`config.mk`:
```
export PLATFORM = sky130hd
export DESIGN_NAME = mux4_rr_arbiter
export DESIGN_NICKNAME = d
export VERILOG_FILES = /design/src/rtl/mux4_rr_arbiter.sv
export SDC_FILE = /design/constraint.sdc
export NUM_CORES = 1
export LEC_CHECK = 0
export ABC_AREA = 1
export ABC_CLOCK_PERIOD_IN_PS = 1900
export BUFFER_PORTS_ARGS = -buffer_cell sky130_fd_sc_hd__buf_2
export CORE_MARGIN = 5
export CORE_UTILIZATION = 52
export DETAILED_ROUTE_END_ITERATION = 6
export MAX_ROUTING_LAYER = met4
export PLACE_DENSITY_LB_ADDON = 0.08
export SKIP_LAST_GASP = 1
export SLEW_MARGIN = 20
export SYNTH_ARGS = -nofsm -noshare
export SYNTH_HDL_FRONTEND = slang
export SYNTH_SLANG_ARGS = --single-unit
```
`constraint.sdc`:
```
create_clock -name clk -period 1.9 [get_ports clk]
set_clock_uncertainty 0.2 [all_clocks]
set_input_delay 0.38 -clock clk [delete_from_list [all_inputs] [get_ports clk]]
set_output_delay 0.38 -clock clk [all_outputs]
set_load 0.02 [all_outputs]
```
`src/rtl/mux4_rr_arbiter.sv`:
```
// Round-robin arbiter sharing one 4-input mux between 4 requesters.
// Optional grant timeout enabled by defining ARB_TIMEOUT_EN.
module mux4_rr_arbiter #(
    parameter int N_REQ    = 4,
    parameter int HOLD_MAX = 15
) (
    input  logic             clk,
    input  logic             rst,
    input  logic [N_REQ-1:0] req,
    input  logic             done,
    output logic [N_REQ-1:0] gnt,
    output logic [1:0]       select,
    output logic             busy,
    output logic             timeout
);

    if (N_REQ != 4) begin : g_bad_nreq
        $error("N_REQ must be 4");
    end
    if (HOLD_MAX < 1 || HOLD_MAX > 255) begin : g_bad_hold
        $error("HOLD_MAX must be in 1..255");
    end

    typedef enum logic {
        IDLE  = 1'b0,
        GRANT = 1'b1
    } state_t;

    state_t     state_q, state_d;
    logic [3:0] gnt_q, gnt_d;
    logic [1:0] select_q, select_d;
    logic [1:0] rr_ptr_q, rr_ptr_d;

    logic [1:0] next_ptr;
    logic [1:0] win_idle;
    logic [1:0] win_rel;
    logic       rel_normal;
    logic       force_rel;

    // First requester at or after p, wrapping modulo 4.
    function automatic logic [1:0] rr_pick(
        input logic [3:0] r,
        input logic [1:0] p
    );
        logic [1:0] idx;
        logic       found;
        rr_pick = p;
        found   = 1'b0;
        for (int k = 0; k < 4; k++) begin
            idx = p + k[1:0];
            if (!found && r[idx]) begin
                rr_pick = idx;
                found   = 1'b1;
            end
        end
    endfunction

    assign next_ptr   = select_q + 2'd1;
    assign win_idle   = rr_pick(req, rr_ptr_q);
    assign win_rel    = rr_pick(req, next_ptr);
    assign rel_normal = done || !req[select_q];

`ifdef ARB_TIMEOUT_EN
    localparam logic [7:0] HOLD_LIM = 8'(HOLD_MAX - 1);

    logic [7:0] hold_cnt_q, hold_cnt_d;
    logic       timeout_q, timeout_d;

    assign force_rel = (state_q == GRANT)
                    && !rel_normal
                    && (hold_cnt_q == HOLD_LIM);

    // Hold counter: clears on any release, counts grant cycles otherwise.
    always_comb begin
        hold_cnt_d = hold_cnt_q;
        timeout_d  = 1'b0;
        if (state_q == GRANT) begin
            if (rel_normal) begin
                hold_cnt_d = 8'd0;
            end else if (force_rel) begin
                hold_cnt_d = 8'd0;
                timeout_d  = 1'b1;
            end else begin
                hold_cnt_d = hold_cnt_q + 8'd1;
            end
        end
    end

    // Counter and timeout pulse registers.
    always_ff @(posedge clk or posedge rst) begin
        if (rst) begin
            hold_cnt_q <= 8'd0;
            timeout_q  <= 1'b0;
        end else begin
            hold_cnt_q <= hold_cnt_d;
            timeout_q  <= timeout_d;
        end
    end

    assign timeout = timeout_q;
`else
    assign force_rel = 1'b0;
    assign timeout   = 1'b0;
`endif

    // Next state: grant from idle, or release with back-to-back regrant.
    always_comb begin
        state_d  = state_q;
        gnt_d    = gnt_q;
        select_d = select_q;
        rr_ptr_d = rr_ptr_q;
        case (state_q)
            IDLE: begin
                if (|req) begin
                    state_d  = GRANT;
                    gnt_d    = 4'b0001 << win_idle;
                    select_d = win_idle;
                end
            end
            GRANT: begin
                if (rel_normal || force_rel) begin
                    rr_ptr_d = next_ptr;
                    if (|req) begin
                        gnt_d    = 4'b0001 << win_rel;
                        select_d = win_rel;
                    end else begin
                        state_d = IDLE;
                        gnt_d   = 4'b0000;
                    end
                end
            end
            default: begin
                state_d = IDLE;
                gnt_d   = 4'b0000;
            end
        endcase
    end

    // Arbiter state registers.
    always_ff @(posedge clk or posedge rst) begin
        if (rst) begin
            state_q  <= IDLE;
            gnt_q    <= 4'b0000;
            select_q <= 2'd0;
            rr_ptr_q <= 2'd0;
        end else begin
            state_q  <= state_d;
            gnt_q    <= gnt_d;
            select_q <= select_d;
            rr_ptr_q <= rr_ptr_d;
        end
    end

    assign gnt    = gnt_q;
    assign select = select_q;
    assign busy   = (state_q == GRANT);

endmodule

```
==> results.py <==
metrics = {
    "global_route": {
        "grtUsageTotal_pct": 19.2,
        "met1_usage_pct": 24.3,
        "gr-usage-met3_pct": 2.26,
        "grt_max_degree": 11,
        "grt_remaining_overflow": 0,
        "antenna_found_initial": 0,
        "met2_usage_pct": 32.0,
        "grt_pass1_vias": 1208,
        "grt_busiest_layer": "met2",
        "grt_pass1_wl_um": 5020,
    },
    "floorplan": {
        "die_y_um": 57.2,
        "ios": 15,
        "fp.coreArea_um2": 2170,
        "die_area_um2": 3270,
        "rows": 17,
        "start_util_pct": 53.4,
        "die_x_um": 57.2,
    },
    "setup_path": {
        "worstRegToRegCells": 12,
        "r2r-start": "select[0]",
        "worstSetupStartpoint": "select[0]",
        "r2r-end": "gnt[3]",
        "crit_fanout": 8,
        "worstSetupStartpointType": "register",
        "crit_path_end_kind": "register",
        "required_ns": 1.91,
        "critical_path_class": "reg2reg",
        "r2r_slack_ns": -0.07,
        "cp-endpoint": "gnt[3]",
        "arrival_ns": 1.98,
    },
    "synthesis": {
        "avgSynthCellArea_um2": 5.57,
        "ys_ff_latch": 9,
        "syn-num-nets": 215,
        "synth_area_um2": 1160,
        "async_flop_share_pct": 100,
        "synth_edf_count": 0,
        "synth_ff_type": "dfrtp_1",
        "ys_seq_area_share_pct": 19.4,
        "synth_cell_types": 23,
        "synth_warnings": 0,
        "syn_inst": 208,
    },
    "sta": {
        "finalHoldViolations": 0,
        "setup_slack_ns": -0.0678,
        "rsz0062_at_grt": "true",
        "period_share_pct": 104,
        "min_period_ns": 1.97,
        "worst_hold_slack_ns": 0.278,
        "setup_viol": 5,
        "fmax_mhz": 508,
        "slew_violations": 0,
    },
    "cts": {
        "numCtsBuffers": 3,
        "clk_pin_slew_ns": 0.07,
        "clockRootBuffer": "clkbuf_4",
        "htreeDepth": 1,
        "cts_sinks": 9,
        "clockBufferDepth": 2,
        "clkLatencyLatePin_ns": 0.28,
        "tritoncts": "built",
    },
    "detailed_routing": {
        "routed_wirelength_um": 3130,
        "via_count": 1403,
        "antenna_left": 0,
        "drt_iter0_drc": 41,
        "wire_per_inst_um": 11.5,
        "drt_first_pass_iters": 5,
        "remaining_drc_errors": 0,
        "vias_per_cell": 5.14,
    },
    "pwr": {
        "peakVddDrop_v": 0.00136,
        "cellPowerDensity_nw_per_um2": 2150,
        "p_leak_nw": 0.890,
    },
    "cells_and_area": {
        "post_route_cells_drive_above_1_share_pct": 38.0,
        "antennaDiodeCount": 0,
        "area_delta_synth_final_pct": 33.5,
        "nets": 253,
        "fillers": 198,
        "design_area_um2": 1550,
    },
    "worst_hold_path": {
        "min_path_type": "reg2reg",
        "min_from": "gnt[1]",
    },
    "placed_design": {
        "portBuffers": 13,
        "post-place-ws_ns": -0.109,
        "place_area_um2": 1310,
        "dpl.hpwl_um": 2210,
        "gp_congestion": 0.854,
    },
    "run_status": {
        "violations": "setup timing",
        "status": "complete, but fails checks",
    },
    "run": {
        "maxCapViolations": 0,
    },
}
[layout by cell type, fill, tap and decap left out]
master and instances:
nor2_2 1, nor2_1 9, buf_6 3, a21oi_1 1, nor2_4 4, buf_2 14, a21oi_2 1, nand3_4 1
o21ai_2 1, clkbuf_4 3, o21ai_1 1, conb_1 1, o21ai_0 3, clkinv_2 1, dfrtp_2 3, nand3_2 5
inv_2 4, nand2_2 21, inv_1 11, nor2_8 1, nand3_1 21, inv_4 3, nand2_1 93, clkinv_4 2
o21ai_4 1, dlygate4sd3_1 1, nand2_4 4, dfrtp_1 6, buf_4 20, nor4_1 1, nand4_1 3, o211ai_1 1
[cells in the mapped netlist (2+ instances only)]
library cell    n  share of area, %
nor2_2          2               1.1
o21ai_0         5               2.2
dfrtp_1         9                19
nor2_1         11               3.6
nand4_1         3               1.6
nand2_4         3               2.9
buf_4           3               1.9
inv_2           7               2.3
nand3_1        25                11
buf_6           2               1.9
nand2_1       105                34
nand2_2        10               5.4
nand3_2         2               1.7
inv_1          12               3.9
[kinds of logic (layout without fill, tap and decap cells)]
kind of cell           after synthesis  after routing  share of synthesized area, %
buffers and inverters               25             62                          10.5
and+or+nand+nor                    164            164                          64.4
other                                1              1                         0.324
DFF                                  9              9                          19.4
AOI/OAI and AO/OA                    9              9                          5.40
[layout make-up]
type / instances / area (µm²) / share of cell area [%]
flip-flops and latches: 9 / 229 / 14.8
multi-input cells: 174 / 898 / 58.1
clock buffers: 3 / 22.5 / 1.46
repair buffers: 38 / 264 / 17.1
repair inverters: 1 / 6.26 / 0.405
inverters: 19 / 86.3 / 5.58
clock inverters: 1 / 5.00 / 0.324
well taps: 28 / 35.0 / 2.27
[flip-flops by register name (all words and copies together) (netlist names)]
name / flops
rr_ptr_q: 2
gnt: 4
select: 2
busy: 1
[worst min path at each step]
stage | endpoint | slack, ns | cells past startpoint
finish | gnt[1] | 0.28 | 2
global route | gnt[1] | 0.32 | 2
CTS | gnt[0] | 0.29 | 2
detailed placement | rr_ptr_q[0] | 0.17 | 2
global placement | gnt[1] | 0.16 | 2
floorplan | busy | 0.008 | 1
[stage by stage]
stage          power, W  instances  TNS [ns]  util, %
2_1_floorplan   0.00215        208         0        -
3_3_place_gp    0.00259        257    -0.160     60.6
3_5_place_dp    0.00263        257    -0.320     60.6
4_1_cts         0.00287        264   -0.0793     63.4
5_1_grt         0.00367        273     -1.08     71.3
6_report        0.00333        273    -0.270     71.3
[layer usage]
metal  routed length [µm]  vias to the layer above
met5                    0                        -
met4                   59                        0
met3                  101                        7
met2                 1620                       35
met1                 1350                      636
li1                     -                      725
[power by group]
group	internal [W]	total [W]	switching (W)
sequential	0.000290	0.000410	0.000119
clock	0.0000782	0.000159	0.0000812
combinational	0.00108	0.00276	0.00168
total	0.00144	0.00333	0.00188
[repair_timing]
item	4_1_cts	5_1_grt
setup buffers	2	7
gates cloned	0	2
hold buffers	1	0
gates resized for setup	5	35
endpoints found under the hold margin	9	0
pin swaps	0	7
setup endpoints to repair	6	6
[worst max-delay path, stage by stage, from the launching register on]
cell     delay, ns
dfrtp_2       0.49
buf_4         0.17
nand2_2       0.08
nand2_2       0.08
o21ai_4       0.21
nand3_4       0.12
nand2_2       0.09
nand2_2       0.06
nor2_4        0.11
inv_1         0.05
nor2_1        0.11
nor2_1        0.05
nor2_1        0.07
Note: power is estimated with default switching activity, not from simulation.
